--- config.mk ---
export PLATFORM = sky130hd
export DESIGN_NAME = gpio_eic
export DESIGN_NICKNAME = d
export VERILOG_FILES = /design/src/rtl/gpio_eic.sv
export SDC_FILE = /design/constraint.sdc
export NUM_CORES = 1
export LEC_CHECK = 0
export ABC_AREA = 1
export CORE_AREA = 2 2 95 97
export DETAILED_ROUTE_END_ITERATION = 8
export DIE_AREA = 0 0 97 99
export DONT_BUFFER_PORTS = 1
export PLACE_DENSITY = 0.6
export SLEW_MARGIN = 40
export SYNTH_ARGS = -nofsm -noshare
export SYNTH_HDL_FRONTEND = slang
export SYNTH_SLANG_ARGS = --single-unit
--- constraint.sdc ---
create_clock -name clk -period 2.4 [get_ports clk]
set_input_delay 0.6 -clock clk [delete_from_list [all_inputs] [get_ports clk]]
set_output_delay 0.6 -clock clk [all_outputs]
set_load 0.01 [all_outputs]
--- src/rtl/gpio_eic.sv ---
// gpio_eic: external interrupt controller for GPIO[31:16] edge pulses.
// Latches edge pulses into pending bits, masks them, and offers the
// lowest-index eligible source to the core via a request / acknowledge /
// end-of-interrupt handshake. Software sees four bus registers.

module gpio_eic (
    input  logic        clk,
    input  logic        rst,
    input  logic [7:0]  waddr_i,
    input  logic [31:0] data_i,
    input  logic [3:0]  sel_i,
    input  logic        we_i,
    input  logic [7:0]  raddr_i,
    input  logic        rd_i,
    output logic [31:0] data_o,
    input  logic [15:0] gpio_trap_irq_i,
    output logic        irq_o,
    output logic [3:0]  irq_id_o,
    input  logic        irq_ack_i
);

    // Register offsets
    localparam logic [7:0]  ADDR_PND = 8'h00;
    localparam logic [7:0]  ADDR_ENA = 8'h04;
    localparam logic [7:0]  ADDR_STA = 8'h08;
    localparam logic [7:0]  ADDR_EOI = 8'h0C;

    // Implemented bits of the enable register: source enables plus global enable
    localparam logic [31:0] ENA_MASK = 32'h8000_FFFF;

    typedef enum logic [1:0] {
        ST_IDLE   = 2'd0,
        ST_REQ    = 2'd1,
        ST_ACTIVE = 2'd2
    } state_t;

    // Lowest set index of a 16-bit vector (0 when the vector is empty)
    function automatic logic [3:0] lowest_idx(input logic [15:0] vec);
        logic [3:0] idx;
        idx = 4'd0;
        for (int i = 15; i >= 0; i--) begin
            if (vec[i]) begin
                idx = i[3:0];
            end else begin
                idx = idx;
            end
        end
        return idx;
    endfunction

    // One-hot decode of a source index
    function automatic logic [15:0] onehot16(input logic [3:0] idx);
        return 16'd1 << idx;
    endfunction

    state_t      state_q, state_d;
    logic [3:0]  id_q, id_d;
    logic [15:0] pnd_q, pnd_d;
    logic [31:0] ena_q, ena_d;
    logic        irq_q;
    logic [31:0] data_q;

    logic [31:0] lane_mask_s;
    logic        wr_pnd_s;
    logic        wr_ena_s;
    logic        eoi_match_s;
    logic [15:0] pnd_clr_s;
    logic [15:0] ack_clr_s;
    logic [15:0] ena_src_s;
    logic [15:0] eligible_s;
    logic        req_live_s;
    logic [31:0] rdata_s;

    assign lane_mask_s = {{8{sel_i[3]}}, {8{sel_i[2]}}, {8{sel_i[1]}}, {8{sel_i[0]}}};
    assign wr_pnd_s    = we_i && (waddr_i == ADDR_PND);
    assign wr_ena_s    = we_i && (waddr_i == ADDR_ENA);
    assign eoi_match_s = we_i && (waddr_i == ADDR_EOI) && sel_i[0] && (data_i[3:0] == id_q);

    assign ena_src_s   = ena_q[15:0];
    assign eligible_s  = pnd_q & ena_src_s & {16{ena_q[31]}};
    // The latched request stays valid only while its source is pending and unmasked
    assign req_live_s  = pnd_q[id_q] & ena_src_s[id_q] & ena_q[31];

    // Pending next state: clears from software or accepted ack, new pulses win
    always_comb begin
        pnd_clr_s = 16'd0;
        ack_clr_s = 16'd0;
        if (wr_pnd_s) begin
            pnd_clr_s = data_i[15:0] & lane_mask_s[15:0];
        end else begin
            pnd_clr_s = 16'd0;
        end
        if ((state_q == ST_REQ) && irq_ack_i) begin
            ack_clr_s = onehot16(id_q);
        end else begin
            ack_clr_s = 16'd0;
        end
        pnd_d = (pnd_q & ~(pnd_clr_s | ack_clr_s)) | gpio_trap_irq_i;
    end

    // Enable next state: byte-lane merge of the write data, unimplemented bits kept 0
    always_comb begin
        ena_d = ena_q;
        if (wr_ena_s) begin
            ena_d = ((ena_q & ~lane_mask_s) | (data_i & lane_mask_s)) & ENA_MASK;
        end else begin
            ena_d = ena_q;
        end
    end

    // Handshake FSM next state and latched source id
    always_comb begin
        state_d = state_q;
        id_d    = id_q;
        case (state_q)
            ST_IDLE: begin
                if (eligible_s != 16'd0) begin
                    state_d = ST_REQ;
                    id_d    = lowest_idx(eligible_s);
                end else begin
                    state_d = ST_IDLE;
                end
            end
            ST_REQ: begin
                // Ack is checked first so a same-cycle mask cannot lose a taken trap
                if (irq_ack_i) begin
                    state_d = ST_ACTIVE;
                end else if (!req_live_s) begin
                    state_d = ST_IDLE;
                end else begin
                    state_d = ST_REQ;
                end
            end
            ST_ACTIVE: begin
                if (eoi_match_s) begin
                    state_d = ST_IDLE;
                end else begin
                    state_d = ST_ACTIVE;
                end
            end
            default: begin
                state_d = ST_IDLE;
                id_d    = 4'd0;
            end
        endcase
    end

    // Read mux over the pre-write register state
    always_comb begin
        rdata_s = 32'd0;
        case (raddr_i)
            ADDR_PND: rdata_s = {16'd0, pnd_q};
            ADDR_ENA: rdata_s = ena_q;
            ADDR_STA: rdata_s = {24'd0, id_q, 2'b00, state_q};
            default:  rdata_s = 32'd0;
        endcase
    end

    // Control and status state registers
    always_ff @(posedge clk or posedge rst) begin
        if (rst) begin
            state_q <= ST_IDLE;
            id_q    <= 4'd0;
            pnd_q   <= 16'd0;
            ena_q   <= 32'd0;
            irq_q   <= 1'b0;
        end else begin
            state_q <= state_d;
            id_q    <= id_d;
            pnd_q   <= pnd_d;
            ena_q   <= ena_d;
            irq_q   <= (state_d == ST_REQ);
        end
    end

    // Read data register, holds when no read is strobed
    always_ff @(posedge clk or posedge rst) begin
        if (rst) begin
            data_q <= 32'd0;
        end else if (rd_i) begin
            data_q <= rdata_s;
        end else begin
            data_q <= data_q;
        end
    end

    assign data_o   = data_q;
    assign irq_o    = irq_q;
    assign irq_id_o = id_q;

endmodule
==> summary.md, run 1 <==
| Metric | Value |
|---|---|
| Number of vias per cell | between 5 and 6 |
| Kind of capture point of the worst setup path | flip-flop |
| Layout cells sized above 1 | 0.0740 |
| Combined area of all synthesized cells | 0.00335 sq mm |
| Setup tns final | 0 ns |
| Routed WL per cell | 16.8 um |
| Placeable core area | between 0.008 and 0.009 sq mm |
| Share of the core filled with cells | 0.422 |
| Max-slew violation count | 0 |
| Maximum achievable frequency | 0.536 GHz |
| Total power divided by cell area | 747 mW/mm^2 |
| Maximum vdd drop | between 0.0002 and 0.0003 V |
| Tightest Pin Transition | about 0.6 ns |
| Via count of the first global-routing pass | 2916 |
| Post CTS Setup Buffer Count | 0 |
| Clock sink count | 57 |
| Total CTS buffers | 9 |
| Outcome | finished clean |
| Share of power burned in combinational logic | 0.253 |
| Most used cells in the layout excluding fill and tap cells | nand2_1 (118), dfrtp_1 (57), inv_1 (47) |
| Vias | 2963 |
| # nets final | 518 |
| GR Overflow Total | 0 |
| GRT Total Usage | 0.200 |
| Synthesized instance count | 435 |
| Global-route wire length before repair | ~15000 um |
| Number of distinct library cells after synthesis | 40 |
| Critical path fanouts, max | 18 |
| Time the final worst path needs with I/O delays and setup | 1.87 ns |
| H-tree depth | 3 |
| Number of diodes | 0 |
| Crit Path Category | reg2reg |
| Initial core utilization | 0.391 |
| Cell taking the most area after synthesis | dfrtp_1 |
| Clk pwr share | 0.326 |
| Portion of the post-synthesis area used by sequential elements | 0.426 |
| Pin count of the biggest net entering global routing | 33 |
| Initial DRC count | roughly 180 |
| Pint | 1.75 mW |
| Placer's final routability congestion estimate | 0.944 |
| Hpwl dp | about 7300 um |
| Crit share post-route | 0.777 |
| Kind of path behind the tightest hold check | in2async |
| Nature of the critical path startpoint | flip-flop |
| Horizontal die dimension | 97 um |
| Design Power | 2.70 mW |
| P_leak | 1.78 nW |
| Data required time at the worst endpoint | 2.63 ns |
| Unrepaired setup endpoints after global routing | no |
| Standard-cell rows | 34 |
| Final setup vio count | 0 |
| CTS clock-pin slew for the worst setup and hold paths | 0.06 ns |
| Worst clock skew | 0.00845 ns |
| Most common cell after layout, fill and taps aside | nand2_1 |
| Count of hold buffers inserted by post-cts repair | 0 |
| Post_cts resized | 0 |
| I/O pin count | 110 |
| Antenna-violating nets left | 0 |
| Port-buffer cells | 0 |
| Mean cell area of the mapped netlist | 7.69 sq um |
| Die extent in y | 99 um |
| # DRC | 0 |
| Skew-Pair Late Insertion Delay | approximately 0.34 ns |
| Seq cells post-synth | between 50 and 60 |
| Number of violations of the max-capacitance limit | 0 |
| Yosys warning total | 0 |
| Final hold viol count | 0 |
| Part of the total power dissipated in sequential elements | 0.421 |
| Total die area | roughly 0.0096 sq mm |
| Antenna violations before repair | 0 |
| Relative max-transition margin | 0.611 |
| Proportion of netlist area held by the largest area contributor | 0.426 |
| Clk buf depth | 2 |
| Pre-antenna DRT Iters | 5 |
| CTS Root Cell | clkbuf_8 |
| Endpoint arrival time on the critical path | 2.10 ns |
| Detailed Route WL | 9300 um |
| Cell types occupying the most area after synthesis | dfrtp_1 (43%), nand2_1 (13%), o21ai_0 (6.4%), inv_1 (5.4%), nand3_1 (3.9%) |
| Sw frac | 0.349 |
| Area Overhead vs Synth | 7.93% |
| CTS tree | yes |
| Switching power total | 0.943 mW |
[worst max-delay path: stages (launching register included)]
cell and delay, ns:
dfrtp_1 0.68, nand3_1 0.17, nand2_1 0.11, nand2_1 0.05, nand2_1 0.05, nand2_1 0.05
nand2_1 0.05, nand2_1 0.05, nand2_1 0.05, nand2_1 0.05, nand2_1 0.06, nand2_1 0.05
nand2_1 0.06, nand2_1 0.05, nand2_1 0.06, nand2_1 0.06, nand2_1 0.06, nand2_1 0.05
[synthesized netlist by cell type]
master,n
nand2_1,118
dfrtp_1,57
inv_1,48
o21ai_0,43
nand3_1,26
nor2_1,21
nor3_1,19
o21bai_1,17
buf_4,16
a21oi_1,6
a22o_1,5
clkbuf_1,5
a221oi_1,4
a22oi_1,4
ha_1,4
o2111ai_1,4
o22ai_1,4
buf_2,3
nand2_2,3
o221ai_1,3
buf_6,2
inv_2,2
nand4_1,2
nor2_2,2
o31ai_1,2
a21oi_2,1
a2bb2oi_1,1
a31oi_1,1
a41oi_1,1
clkinv_1,1
conb_1,1
nand3b_1,1
nor2_4,1
nor3b_2,1
nor4_1,1
nor4_4,1
o211ai_1,1
o21ai_1,1
o22ai_2,1
xor2_1,1
[path summary, 6_finish.rpt]
path	startpoint	endpoint	slack [ns]	cells after the start
min in group clk	rd_i	data_o[15]	0.36	2
max in group asynchronous	rst	pnd_q[1]	1.66	2
worst max-delay path	flip-flop	irq_id_o[0]	0.53	17
worst min register to register	flip-flop	flip-flop	0.53	2
worst min-delay path	rst	data_o[9]	0.18	1
worst max register to register	flip-flop	irq_id_o[0]	0.53	17
[through the flow]
step                      hold slack (ns)  instances  cell area (sq um)  setup WS (ns)
after detailed placement            0.511        538               3420          0.486
after floorplan                     0.474        449               3400          0.400
after global placement              0.506        538               3420          0.524
final                               0.180        554               3610          0.535
after global routing                0.229        554               3610          0.296
after CTS                           0.194        554               3610          0.544
[cell type report]
cell class	instances	area, sq um
clock inverters	3	40.0
flip-flops and latches	57	1430
fillers	910	4940
multi-input cells	315	1610
repair buffers	7	65.1
inverters	51	191
clock buffers	13	149
well taps	108	135
[kinds of logic (layout without fill, tap and decap cells)]
| group | Yosys count | in the layout | share of synthesized area |
|---|---|---|---|
| other cells | 1 | 15 | 0.00112 |
| xor+xnor | 1 | 1 | 0.00262 |
| flops | 57 | 57 | 0.426 |
| simple gates | 196 | 196 | 0.254 |
| fa+ha+maj | 4 | 4 | 0.0150 |
| buf+inv | 77 | 74 | 0.110 |
| compound gates | 99 | 99 | 0.191 |
[power groups by stage]
stage,logic (mW),clock network (mW),registers [mW]
finish,0.681,0.880,1.14
global route,0.772,0.945,1.14
CTS,0.680,0.901,1.14
detailed placement,0.676,0,1.15
global placement,0.672,0,1.15
floorplan,0.530,0,1.12
[metal layers]
metal	vias to the layer above	track usage	routed length (um)
met1	1388	0.264	4210
met4	0	0.0899	219
met3	15	0.0511	725
li1	1442	-	-
met5	-	0	0
met2	118	0.311	4150
Power figures use the tool's default switching activity.
==> inputs of run 2 (changes only) <==
--- a/config.mk
+++ b/config.mk
@@ -10,7 +10,7 @@
 export DETAILED_ROUTE_END_ITERATION = 8
 export DIE_AREA = 0 0 97 99
 export DONT_BUFFER_PORTS = 1
-export PLACE_DENSITY = 0.6
+export PLACE_DENSITY = 0.62
 export SLEW_MARGIN = 40
 export SYNTH_ARGS = -nofsm -noshare
 export SYNTH_HDL_FRONTEND = slang
==> constraint.sdc (replaced) <==
create_clock -name clk -period 1.64 [get_ports clk]
set_input_delay 0.41 -clock clk [delete_from_list [all_inputs] [get_ports clk]]
set_output_delay 0.41 -clock clk [all_outputs]
set_load 0.01 [all_outputs]
==> run 2 against run 1 <==
  * The flow now finishes with violations (negative setup slack)
  * Design area up 14%
  * First-iteration DRC count up 72%
  * Sequential share of layout area fell by 4.8 points
  * Register-to-register slack worse by 0.61 ns
  * Routed wire length grew 6.5%
  * Utilization up 6.0 points
  * Via count is 6.4% higher
  * Power increased by 55%
  * Largest cell class unchanged
  * Highest routed layer unchanged
==> summary.md, run 2 (synthesis gave the netlist of run 1 again) <==
| Metric | Value |
|---|---|
| # DRC | 0 |
| Crit share post-route | 1.05 |
| Kind of cell adding the most delay to the critical path | simple AND/OR/NAND/NOR gates |
| Violations in the final reports | negative setup slack |
| GRT Total Usage | 0.216 |
| Initial core utilization | 0.391 |
| Clock sink count | 57 |
| Pre-CTS setup slack | -0.133 ns |
| Kind of capture point of the worst setup path | flip-flop |
| Outcome | complete, but fails checks |
| Relative max-transition margin | 0.602 |
| CTS Root Cell | clkbuf_8 |
| Final hold viol count | 0 |
| Die extent in y | 99 um |
| Most common cell after layout, fill and taps aside | nand2_1 |
| Total power divided by cell area | approximately 1000 mW/mm^2 |
| P_leak | about 2.1 nW |
| Hpwl dp | around 7900 um |
| Worst setup margin | -0.0745 ns |
| Sw frac | 0.346 |
| Pin count of the biggest net entering global routing | 39 |
| Total CTS buffers | 9 |
| Data required time at the worst endpoint | 1.90 ns |
| CTS clock-pin slew for the worst setup and hold paths | 0.06 ns |
| Number of vias per cell | 5.19 |
| Antenna violations before repair | 0 |
| Via count of the first global-routing pass | 3180 |
| Series of cell instances along the critical path | buf_6 -> nand3_1 -> nand2_2 -> nor2_4 -> nand2_2 -> nor2_4 -> nor2_1 -> inv_1 -> nor3b_2 -> nand2_1 -> o22ai_2 |
| Pre-antenna DRT Iters | 5 |
| Placer's final routability congestion estimate | between 0.9 and 1 |
| Area of all placed cells without fillers | 0.00412 sq mm |
| Number of violations of the max-capacitance limit | 0 |
| Area Overhead vs Synth | 23.2% |
| Crit Path Category | reg2reg |
| Final setup vio count | 4 |
| CTS tree | yes |
| Maximum vdd drop | 0.000527 V |
| Pint | 2.74 mW |
| Post-Place Cell Area | ~0.0038 sq mm |
| Register area | 0.00143 sq mm |
| Critical path fanouts, max | 5 |
| Part of the total power dissipated in sequential elements | 0.384 |
| Global-route wire length before repair | 16200 um |
| Time the final worst path needs with I/O delays and setup | 1.71 ns |
| Worst clock skew | between 0.003 and 0.004 ns |
| GR Overflow Total | 0 |
| Vias | 3153 |
| Maximum achievable frequency | between 0.5 and 0.6 GHz |
| Routed WL per cell | about 16 um |
| Most used cells in the layout excluding fill and tap cells | nand2_1 (113), dfrtp_1 (55), buf_4 (54) |
| Detailed Route WL | 9900 um |
| Placeable core area | 0.00855 sq mm |
| Tightest Pin Transition | 0.596 ns |
| Clk pwr share | 0.304 |
| Number of diodes | 0 |
| Share of power burned in combinational logic | 0.312 |
| Footprint of the multi-input gates | 0.00169 sq mm |
| Kind of path behind the tightest hold check | in2reg |
| CP Buf/Inv Count | 2 |
| Nature of the critical path startpoint | flip-flop |
| Antenna-violating nets left | 0 |
| Layout cells sized above 1 | 0.216 |
| Switching power total | 1.45 mW |
| # nets final | approximately 570 |
| Unrepaired setup endpoints after global routing | yes |
| Port-buffer cells | 0 |
| Count of fill cells added during filler insertion | 846 |
| Slowest-stage cell, CP | dfrtp_2 |
| Endpoint arrival time on the critical path | between 1.5 and 2 ns |
| I/O pin count | 110 |
| Biggest cell delay along the critical path | 0.49 ns |
| Clk buf depth | 2 |
| Horizontal die dimension | 97 um |
| Max-slew violation count | 0 |
| Initial DRC count | 302 |
| Total die area | 0.00960 sq mm |
| H-tree depth | 3 |
| Skew-Pair Late Insertion Delay | 0.34 ns |
| Standard-cell rows | 34 |
## run 2: cell count changes in the layout (fill, tap and decap cells not counted), moves of 4 or more
cell and change:
buf_4 +48, nand2_1 -5, nor2_1 -4, nand2_2 +5
nand3_1 -8, nand3_2 +8, buf_6 +4
## run 2: repair_timing
action / 4_1_cts / 5_1_grt
pin swaps: 8 / 0
hold buffers: 1 / 0
endpoints found under the setup margin: 6 / 11
resized for setup: 22 / 10
setup buffers: 2 / 0
hold endpoints to repair: 19 / 0
## run 2: final timing paths
| kind | startpoint | to | slack, ns | cells past startpoint |
|---|---|---|---|---|
| worst max-delay path | flip-flop | irq_id_o[1] | -0.07 | 11 |
| worst min register to register | flip-flop | flip-flop | 0.53 | 2 |
| worst min-delay path | rd_i | data_o[15] | 0.17 | 2 |
| min in group asynchronous | rst | data_o[10] | 0.56 | 2 |
| max in group asynchronous | rst | pnd_q[1] | 0.54 | 3 |
| worst max register to register | flip-flop | irq_id_o[1] | -0.07 | 11 |
## run 2: layer usage
layer / vias up / part of all wire / wire length [um] / GRT usage
met4: 0 / 0.031 / 311 / 0.0899
met5: - / 0 / 0 / 0
met1: 1441 / 0.44 / 4350 / 0.285
met2: 138 / 0.45 / 4460 / 0.337
met3: 28 / 0.079 / 779 / 0.0603
li1: 1546 / - / - / -
## run 2: power groups by stage
stage	clock network [mW]	logic [mW]	registers [mW]
floorplan	0	0.776	1.64
finish	1.27	1.31	1.61
global placement	0	1.24	1.63
global route	1.37	1.43	1.62
CTS	1.30	1.28	1.61
detailed placement	0	1.25	1.62
## run 2: stage by stage
stage          utilization  power, mW  hold slack, ns  TNS, ns  std cells
5_1_grt              0.482       4.42           0.164   -0.661        607
3_5_place_dp         0.445       2.88           0.321   -0.736        588
2_1_floorplan            -       2.41           0.474        0        449
4_1_cts              0.479       4.19           0.164  -0.0501        607
6_report             0.482       4.19           0.174   -0.116        607
3_3_place_gp         0.445       2.86           0.316   -0.660        588
## run 2: layout make-up
cell class	instances	area share
clock inverters	3	0.00971
clock buffers	13	0.0361
flip-flops and latches	57	0.347
multi-input cells	315	0.411
repair buffers	60	0.117
inverters	51	0.0473
well taps	108	0.0328
==> inputs of run 3 (changes only) <==
--- a/config.mk
+++ b/config.mk
@@ -10,6 +10,7 @@
 export DETAILED_ROUTE_END_ITERATION = 8
 export DIE_AREA = 0 0 97 99
 export DONT_BUFFER_PORTS = 1
+export HOLD_SLACK_MARGIN = 0.15
 export PLACE_DENSITY = 0.62
 export SLEW_MARGIN = 40
 export SYNTH_ARGS = -nofsm -noshare
==> results of run 3 <==
Same layout as run 2: the final DEF is identical, and so are final timing and power.
